File: src/rtl/uart_word_link.sv
// uart_word_link: word<->byte bridge between the debug unit and a byte-wide UART.
// TX buffers debug words in a FIFO and serialises each one bytewise over a
// start/done handshake. RX assembles UART bytes into words and drops a partial
// word after RX_TIMEOUT idle cycles.
// Optional feature macro: UART_WORD_LINK_CHECKSUM_EN appends an XOR checksum byte
// to every TX word and expects and verifies one after every RX word.
module uart_word_link #(
  parameter int unsigned WORD_BYTES = 4,
  parameter int unsigned TX_DEPTH   = 4,
  parameter int unsigned MSB_FIRST  = 0,
  parameter int unsigned RX_TIMEOUT = 50000,
  parameter int unsigned TMO_W      = 16
) (
  input  logic                          i_clock,
  input  logic                          i_reset,
  input  logic [8*WORD_BYTES-1:0]       i_word_data,
  input  logic                          i_word_valid,
  output logic                          o_word_ready,
  output logic [$clog2(TX_DEPTH+1)-1:0] o_tx_fifo_count,
  output logic [7:0]                    o_tx_byte,
  output logic                          o_tx_start,
  input  logic                          i_tx_done,
  output logic                          o_tx_busy,
  output logic                          o_tx_word_done,
  input  logic [7:0]                    i_rx_byte,
  input  logic                          i_rx_valid,
  output logic [8*WORD_BYTES-1:0]       o_rx_word,
  output logic                          o_rx_word_valid,
  output logic                          o_rx_timeout,
  output logic                          o_rx_csum_err
);
  localparam int unsigned W   = 8 * WORD_BYTES;
  localparam int unsigned CW  = $clog2(TX_DEPTH + 1);
  localparam int unsigned PW  = $clog2(TX_DEPTH);
  localparam int unsigned TIW = (WORD_BYTES > 1) ? $clog2(WORD_BYTES) : 1;
`ifdef UART_WORD_LINK_CHECKSUM_EN
  localparam int unsigned RX_N = WORD_BYTES + 1;
`else
  localparam int unsigned RX_N = WORD_BYTES;
`endif
  localparam int unsigned RIW = $clog2(RX_N + 1);
  localparam logic [TMO_W-1:0] TMO_LAST = TMO_W'((RX_TIMEOUT == 0) ? 0 : RX_TIMEOUT - 1);

  // Byte k of a word in wire order.
  function automatic logic [7:0] byte_of(input logic [W-1:0] w, input int unsigned k);
    logic [W-1:0] sh;
    sh = w >> (8 * ((MSB_FIRST != 0) ? (WORD_BYTES - 1 - k) : k));
    return sh[7:0];
  endfunction

`ifdef UART_WORD_LINK_CHECKSUM_EN
  function automatic logic [7:0] word_xor(input logic [W-1:0] w);
    logic [7:0] x;
    x = '0;
    for (int unsigned k = 0; k < WORD_BYTES; k++) x = x ^ byte_of(w, k);
    return x;
  endfunction
`endif

  // ---------------------------------------------------------------- TX FIFO
  logic [W-1:0]  fifo_mem_q [TX_DEPTH];
  logic [PW-1:0] wr_ptr_q, rd_ptr_q;
  logic [CW-1:0] count_q;
  logic          push, pop;

  assign o_word_ready    = (count_q != CW'(TX_DEPTH));
  assign push            = i_word_valid && o_word_ready;
  assign o_tx_fifo_count = count_q;

  // Word storage; occupancy lives in the pointers, so no reset is needed here.
  always_ff @(posedge i_clock) begin
    if (push) fifo_mem_q[wr_ptr_q] <= i_word_data;
  end

  // Pointer and occupancy tracking; power-of-2 depth makes the wrap implicit.
  always_ff @(posedge i_clock or negedge i_reset) begin
    if (!i_reset) begin
      wr_ptr_q <= '0;
      rd_ptr_q <= '0;
      count_q  <= '0;
    end else begin
      if (push) wr_ptr_q <= wr_ptr_q + PW'(1);
      if (pop)  rd_ptr_q <= rd_ptr_q + PW'(1);
      if (push && !pop)      count_q <= count_q + CW'(1);
      else if (pop && !push) count_q <= count_q - CW'(1);
    end
  end

  // ----------------------------------------------------------------- TX FSM
  typedef enum logic [2:0] {
    ST_IDLE,
    ST_SEND,
    ST_WAIT,
`ifdef UART_WORD_LINK_CHECKSUM_EN
    ST_CSUM,
    ST_CWAIT,
`endif
    ST_LAST
  } tx_state_e;

  tx_state_e      state_q, state_d;
  logic [W-1:0]   tx_word_q;
  logic [TIW-1:0] tx_idx_q;
  logic [7:0]     tx_byte_q;
  logic           last_byte;

  assign last_byte = (tx_idx_q == TIW'(WORD_BYTES - 1));
  assign o_tx_byte = tx_byte_q;

  // State register.
  always_ff @(posedge i_clock or negedge i_reset) begin
    if (!i_reset) state_q <= ST_IDLE;
    else          state_q <= state_d;
  end

  // Next-state: one start per byte, advance only on the UART done pulse.
  always_comb begin
    state_d = state_q;
    unique case (state_q)
      ST_IDLE: if (count_q != '0) state_d = ST_SEND;
      ST_SEND: state_d = ST_WAIT;
      ST_WAIT: begin
        if (i_tx_done) begin
          if (!last_byte) state_d = ST_SEND;
`ifdef UART_WORD_LINK_CHECKSUM_EN
          else            state_d = ST_CSUM;
`else
          else            state_d = ST_LAST;
`endif
        end
      end
`ifdef UART_WORD_LINK_CHECKSUM_EN
      ST_CSUM:  state_d = ST_CWAIT;
      ST_CWAIT: if (i_tx_done) state_d = ST_LAST;
`endif
      ST_LAST: state_d = ST_IDLE;
      default: state_d = ST_IDLE;
    endcase
  end

  // State-decoded outputs and the FIFO pop request.
  always_comb begin
    pop            = (state_q == ST_IDLE) && (count_q != '0);
    o_tx_busy      = (state_q != ST_IDLE);
    o_tx_word_done = (state_q == ST_LAST);
`ifdef UART_WORD_LINK_CHECKSUM_EN
    o_tx_start     = (state_q == ST_SEND) || (state_q == ST_CSUM);
`else
    o_tx_start     = (state_q == ST_SEND);
`endif
  end

  // TX datapath: the byte register is loaded one cycle ahead of the start pulse
  // so o_tx_byte is already stable when o_tx_start rises.
  always_ff @(posedge i_clock or negedge i_reset) begin
    if (!i_reset) begin
      tx_word_q <= '0;
      tx_idx_q  <= '0;
      tx_byte_q <= '0;
    end else if (pop) begin
      tx_word_q <= fifo_mem_q[rd_ptr_q];
      tx_idx_q  <= '0;
      tx_byte_q <= byte_of(fifo_mem_q[rd_ptr_q], 0);
    end else if ((state_q == ST_WAIT) && i_tx_done) begin
      if (!last_byte) begin
        tx_idx_q  <= tx_idx_q + TIW'(1);
        tx_byte_q <= byte_of(tx_word_q, 32'(tx_idx_q) + 1);
      end
`ifdef UART_WORD_LINK_CHECKSUM_EN
      else begin
        tx_byte_q <= word_xor(tx_word_q);
      end
`endif
    end
  end

  // --------------------------------------------------------------------- RX
  logic [RIW-1:0]   rx_idx_q, rx_idx_d;
  logic [W-1:0]     rx_buf_q, rx_buf_d;
  logic [W-1:0]     rx_word_q, rx_word_d;
  logic [TMO_W-1:0] rx_tmr_q, rx_tmr_d;
  logic             rx_valid_q, rx_valid_d;
  logic             rx_tmo_q, rx_tmo_d;
  int unsigned      rx_shift;
`ifdef UART_WORD_LINK_CHECKSUM_EN
  logic [7:0]       rx_csum_q, rx_csum_d;
  logic             rx_err_q, rx_err_d;
`endif

  assign rx_shift = 8 * ((MSB_FIRST != 0) ? (WORD_BYTES - 1 - 32'(rx_idx_q)) : 32'(rx_idx_q));

  // RX next state: an arriving byte always takes priority over timer expiry.
  always_comb begin
    rx_idx_d   = rx_idx_q;
    rx_buf_d   = rx_buf_q;
    rx_word_d  = rx_word_q;
    rx_tmr_d   = rx_tmr_q;
    rx_valid_d = 1'b0;
    rx_tmo_d   = 1'b0;
`ifdef UART_WORD_LINK_CHECKSUM_EN
    rx_csum_d  = rx_csum_q;
    rx_err_d   = 1'b0;
`endif
    if (i_rx_valid) begin
      rx_tmr_d = '0;
      if (rx_idx_q < RIW'(WORD_BYTES)) begin
        rx_buf_d = (rx_buf_q & ~(W'(8'hFF) << rx_shift)) | (W'(i_rx_byte) << rx_shift);
`ifdef UART_WORD_LINK_CHECKSUM_EN
        rx_csum_d = (rx_idx_q == '0) ? i_rx_byte : (rx_csum_q ^ i_rx_byte);
`endif
      end
      if (rx_idx_q == RIW'(RX_N - 1)) begin
        rx_idx_d = '0;
`ifdef UART_WORD_LINK_CHECKSUM_EN
        if (i_rx_byte == rx_csum_q) begin
          rx_word_d  = rx_buf_q;
          rx_valid_d = 1'b1;
        end else begin
          rx_err_d   = 1'b1;
        end
`else
        rx_word_d  = rx_buf_d;
        rx_valid_d = 1'b1;
`endif
      end else begin
        rx_idx_d = rx_idx_q + RIW'(1);
      end
    end else if ((RX_TIMEOUT != 0) && (rx_idx_q != '0)) begin
      if (rx_tmr_q == TMO_LAST) begin
        rx_idx_d = '0;
        rx_tmr_d = '0;
        rx_tmo_d = 1'b1;
      end else begin
        rx_tmr_d = rx_tmr_q + TMO_W'(1);
      end
    end
  end

  // RX registers.
  always_ff @(posedge i_clock or negedge i_reset) begin
    if (!i_reset) begin
      rx_idx_q   <= '0;
      rx_buf_q   <= '0;
      rx_word_q  <= '0;
      rx_tmr_q   <= '0;
      rx_valid_q <= 1'b0;
      rx_tmo_q   <= 1'b0;
`ifdef UART_WORD_LINK_CHECKSUM_EN
      rx_csum_q  <= '0;
      rx_err_q   <= 1'b0;
`endif
    end else begin
      rx_idx_q   <= rx_idx_d;
      rx_buf_q   <= rx_buf_d;
      rx_word_q  <= rx_word_d;
      rx_tmr_q   <= rx_tmr_d;
      rx_valid_q <= rx_valid_d;
      rx_tmo_q   <= rx_tmo_d;
`ifdef UART_WORD_LINK_CHECKSUM_EN
      rx_csum_q  <= rx_csum_d;
      rx_err_q   <= rx_err_d;
`endif
    end
  end

  assign o_rx_word       = rx_word_q;
  assign o_rx_word_valid = rx_valid_q;
  assign o_rx_timeout    = rx_tmo_q;
`ifdef UART_WORD_LINK_CHECKSUM_EN
  assign o_rx_csum_err   = rx_err_q;
`else
  assign o_rx_csum_err   = 1'b0;
`endif

endmodule

File: config.mk
export PLATFORM = sky130hd
export DESIGN_NAME = uart_word_link
export DESIGN_NICKNAME = d
export VERILOG_FILES = /design/src/rtl/uart_word_link.sv
export SDC_FILE = /design/constraint.sdc
export NUM_CORES = 1
export LEC_CHECK = 0
export CAP_MARGIN = 10
export CORE_MARGIN = 10
export CORE_UTILIZATION = 30
export DETAILED_ROUTE_END_ITERATION = 10
export GPL_TIMING_DRIVEN = 0
export SLEW_MARGIN = 20
export SYNTH_ARGS = -nofsm -noshare
export SYNTH_HDL_FRONTEND = slang
export SYNTH_SLANG_ARGS = --single-unit
export TNS_END_PERCENT = 20
File: constraint.sdc
create_clock -name i_clock -period 6.9 [get_ports i_clock]
set_input_delay 1.725 -clock i_clock [delete_from_list [all_inputs] [get_ports i_clock]]
set_output_delay 1.725 -clock i_clock [all_outputs]
set_load 0.005 [all_outputs]
==> flow_results.xml, run 1 <==
<?xml version="1.0" encoding="UTF-8"?>
<metrics>
  <group name="floorplanning">
    <metric name="initial_utilization" unit="%">30.27</metric>
    <metric name="io-pin-count" unit="">95</metric>
    <metric name="num_rows" unit="">67</metric>
    <metric name="die_w" unit="µm">203.5</metric>
    <metric name="die_y" unit="µm">203.5</metric>
    <metric name="die-area" unit="µm²">41400</metric>
    <metric name="placeableCoreArea" unit="µm²">33360</metric>
  </group>
  <group name="clock_tree">
    <metric name="cts-hold-fix-buffers" unit="">0</metric>
    <metric name="clock_path_buffers" unit="">3</metric>
    <metric name="cts_tree" unit="">yes</metric>
    <metric name="cts.repair.resized" unit="">0</metric>
    <metric name="cts_root_buffer" unit="">clkbuf_16</metric>
    <metric name="post_cts_buffers" unit="">0</metric>
    <metric name="cts.clk_slew.worst_paths" unit="ns">0.06</metric>
    <metric name="cts_sinks" unit="">248</metric>
    <metric name="ctsHtreeMaxLevel" unit="">1</metric>
    <metric name="cts-buffers-inserted" unit="">27</metric>
    <metric name="clock_latency" unit="ns">0.54</metric>
  </group>
  <group name="setup_path">
    <metric name="arrival_worst_endpoint" unit="ns">1.75</metric>
    <metric name="critical-path-max-stage-delay" unit="ns">0.54</metric>
    <metric name="timing.critical_path.cells" unit="">nor2_1 &gt; nand2_1 &gt; clkdlybuf4s50_1</metric>
    <metric name="startpoint_type" unit="">register</metric>
    <metric name="crit_type" unit="">reg2out</metric>
    <metric name="worst_path_max_delay_cell" unit="">clkdlybuf4s50_1</metric>
    <metric name="required" unit="ns">5.18</metric>
    <metric name="critical_path.max_fanout" unit="">6</metric>
    <metric name="critical_path.endpoint_type" unit="">output pin</metric>
  </group>
  <group name="power_and_ir_drop">
    <metric name="power.switching" unit="W">0.001628</metric>
    <metric name="share_comb_of_total_power" unit="%">33.2</metric>
    <metric name="cellInternalPower" unit="W">0.003840</metric>
    <metric name="largest_vdd_supply_drop" unit="µV">276.2</metric>
    <metric name="pwr_density_cell" unit="nW/µm²">436.5</metric>
    <metric name="sw_frac_of_total" unit="%">29.77</metric>
    <metric name="clock_power_share" unit="%">25.9</metric>
    <metric name="pwr-share-seq" unit="%">40.9</metric>
    <metric name="p_leak" unit="nW">4.754</metric>
  </group>
  <group name="synth">
    <metric name="syn-instance-count" unit="">649</metric>
    <metric name="synth_seq_area_share" unit="%">67.79</metric>
    <metric name="yosysTopAreaCell" unit="">edfxtp_1</metric>
    <metric name="synth-main-ff-cell" unit="">edfxtp_1</metric>
    <metric name="asyncSetResetFlopFracSynth" unit="%">48.39</metric>
    <metric name="synth.top_cell.area_share" unit="%">38.06</metric>
    <metric name="synth_enable_flop_cells" unit="">128</metric>
    <metric name="synth.ff_latch_count" unit="">248</metric>
    <metric name="mappedNetlistNets" unit="">706</metric>
    <metric name="ys_warn_count" unit="">0</metric>
    <metric name="syn_avg_cell_area" unit="µm²">15.56</metric>
    <metric name="most_instantiated_library_cell_after_synthesis" unit="">edfxtp_1</metric>
    <metric name="synth.area.top_cells" unit="">edfxtp_1 38%, dfrtp_1 30%, mux4_2 7.1%</metric>
    <metric name="mappedNetlistArea" unit="µm²">10100</metric>
    <metric name="number_of_unique_standard_cell_types_used_by_synthesis" unit="">54</metric>
    <metric name="most_frequent_cells_after_synthesis" unit="">128 x edfxtp_1, 120 x dfrtp_1, 50 x nand2_1</metric>
  </group>
  <group name="placed_design">
    <metric name="post-place-ws" unit="ns">3.252</metric>
    <metric name="dpl.hpwl" unit="µm">15200</metric>
    <metric name="buffer_ports.inserted" unit="">85</metric>
    <metric name="finalWeightedCongestion" unit="">0.7534</metric>
    <metric name="post_dp_cell_area" unit="µm²">11650</metric>
  </group>
  <group name="global_routing">
    <metric name="overflow" unit="">0</metric>
    <metric name="grt.total_usage" unit="%">10.65</metric>
    <metric name="antenna_found_initial" unit="">0</metric>
    <metric name="grt_pass1_vias" unit="">6213</metric>
    <metric name="grt_pass1_wl" unit="µm">35580</metric>
    <metric name="grt_max_degree" unit="">82</metric>
  </group>
  <group name="routing">
    <metric name="finalWirelength" unit="µm">22030</metric>
    <metric name="vias_per_cell" unit="">4.666</metric>
    <metric name="postRouteAntennaNets" unit="">0</metric>
    <metric name="highest_layer" unit="">met4</metric>
    <metric name="drt_first_pass_iters" unit="">5</metric>
    <metric name="routed-wl-met2" unit="µm">10950</metric>
    <metric name="wl_met3" unit="µm">1171</metric>
    <metric name="dr_total_vias" unit="">5767</metric>
    <metric name="remaining_drc_errors" unit="">0</metric>
    <metric name="wl_per_cell" unit="µm">17.83</metric>
    <metric name="number_of_drc_violations_after_detailed_routing_iteration_0" unit="">326</metric>
    <metric name="met1_length" unit="µm">9444</metric>
  </group>
  <group name="timing">
    <metric name="min_setup_slack_post_route" unit="ns">3.424</metric>
    <metric name="fin_worst_hold_slack" unit="ns">0.4823</metric>
    <metric name="final-setup-viol-count" unit="">0</metric>
    <metric name="min_period" unit="ns">3.476</metric>
    <metric name="hold_viol_final" unit="">0</metric>
    <metric name="period_share" unit="%">50.37</metric>
    <metric name="drv_slew" unit="">0</metric>
    <metric name="achievable_freq" unit="MHz">287.7</metric>
    <metric name="fin_tns_setup" unit="ns">0</metric>
    <metric name="maxSlewHeadroom" unit="%">40.95</metric>
    <metric name="clock-skew-final" unit="ns">0.01289</metric>
    <metric name="tightestPinTransition" unit="ns">0.8858</metric>
    <metric name="rsz0062_at_grt" unit="">false</metric>
  </group>
  <group name="run_status">
    <metric name="outcome" unit="">complete, no violations</metric>
  </group>
  <group name="final_layout">
    <metric name="syn_to_final_growth" unit="%">24.03</metric>
    <metric name="postLayoutCoreUtil" unit="%">37.55</metric>
    <metric name="stdcell_area" unit="µm²">12530</metric>
    <metric name="design.final.nets" unit="">825</metric>
    <metric name="layout-drive-gt1-share" unit="%">17.13</metric>
    <metric name="antennaDiodeCount" unit="">0</metric>
  </group>
  <group name="worst_hold_path">
    <metric name="hold_class" unit="">reg2reg</metric>
  </group>
  <group name="job">
    <metric name="max-cap-violations" unit="">0</metric>
  </group>
</metrics>
per-stage QoR:
| step | total power, W | std cells |
|---|---|---|
| floorplan | 0.003382 | 649 |
| global placement | 0.004050 | 1182 |
| detailed placement | 0.004122 | 1187 |
| CTS | 0.005565 | 1236 |
| global route | 0.005812 | 1236 |
| finish | 0.005467 | 1236 |
state kept, by name, summed over array words and instances (netlist names), 3 cells and up:
signal and count:
tx_word_q 24, rx_tmr_q 16, o_tx_fifo_count 3, rx_buf_q 24, o_tx_byte 8, rx_idx_q 3, fifo_mem_q 128, o_rx_word 32
layout make-up:
class                      count  area (µm²)
clock inverter                 7       103.9
tap                          448       560.5
inverter                       9       33.78
sequential                   248        6847
multi-input combinational    348        2997
buffer                        44       227.7
clock buffer                  42       772.0
timing repair buffer          90       985.9
fill                        3174       20840
worst max-delay path: cells and delay by family, from the launching register on:
| kind | cells | cell delay (ns) |
|---|---|---|
| buffers and inverters | 1 | 0.54 |
| flip-flops | 1 | 0.44 |
| AND/OR/NAND/NOR | 2 | 0.23 |
power by group through the flow:
stage               logic (W)  registers [W]  clock network (W)
finish                0.00182        0.00224            0.00142
CTS                   0.00187        0.00224            0.00146
global placement      0.00178        0.00227                  0
floorplan             0.00116        0.00222                  0
detailed placement    0.00186        0.00227                  0
global route          0.00200        0.00229            0.00152
routing by layer:
metal / vias to the layer above / GRT usage, %
met4: 0 / 2.505
met5: - / 0
met3: 33 / 2.538
met1: 2917 / 13.22
met2: 124 / 18.37
li1: 2693 / -
cell families (layout without fill, tap and decap cells):
family | Yosys count | count (layout) | synth area share (%)
compound gates | 116 | 116 | 7.953
simple gates | 133 | 133 | 6.851
mux | 68 | 68 | 11.66
other cells | 1 | 1 | 0.03713
flops | 248 | 248 | 67.79
buf+inv | 53 | 192 | 2.589
fa+ha+maj | 12 | 12 | 1.561
xor+xnor | 18 | 18 | 1.561
worst paths after layout:
check | slack [ns] | end | start | depth (start not counted)
min in group asynchronous | 1.06 | rx_buf_q[2] | i_reset | 1
worst max register to register | 4.29 | o_tx_fifo_count[2] | o_tx_fifo_count[0] | 11
worst min register to register | 0.48 | o_rx_word[2] | o_rx_word[2] | 2
worst min-delay path | 0.48 | o_rx_word[2] | o_rx_word[2] | 2
worst max-delay path | 3.42 | o_word_ready | o_tx_fifo_count[0] | 3
max in group asynchronous | 5.10 | o_tx_fifo_count[0] | i_reset | 2
placed cells by master (no fill, tap or decap), drive strengths merged, types with 22 or more instances in the layout:
cell	n
clkdlybuf4s50	84
mux4	32
dfrtp	120
edfxtp	128
a22oi	28
nor2	22
buf	34
mux2	26
o21ai	37
a22o	32
clkbuf	58
nand2	50
(Power assumes the default switching activity.)
==> run 2: changes to the inputs <==
==> constraint.sdc (replaced) <==
create_clock -name i_clock -period 3.1 [get_ports i_clock]
set_input_delay 0.775 -clock i_clock [delete_from_list [all_inputs] [get_ports i_clock]]
set_output_delay 0.775 -clock i_clock [all_outputs]
set_load 0.005 [all_outputs]
==> results of run 2 <==
The final DEF is identical to that of run 1. Status: complete, no violations.
Among the figures that moved: setup slack after placement 3.252 ns -> 0.4016 ns; setup slack after layout 3.424 ns -> 0.4852 ns; hold slack 0.4823 ns -> 0.1138 ns; end point of the critical path o_word_ready -> o_tx_fifo_count[2]; register-to-register setup slack 4.29 ns -> 0.49 ns; total power 0.005467 W -> 0.01217 W; worst IR drop on VDD 276.2 µV -> 614.8 µV
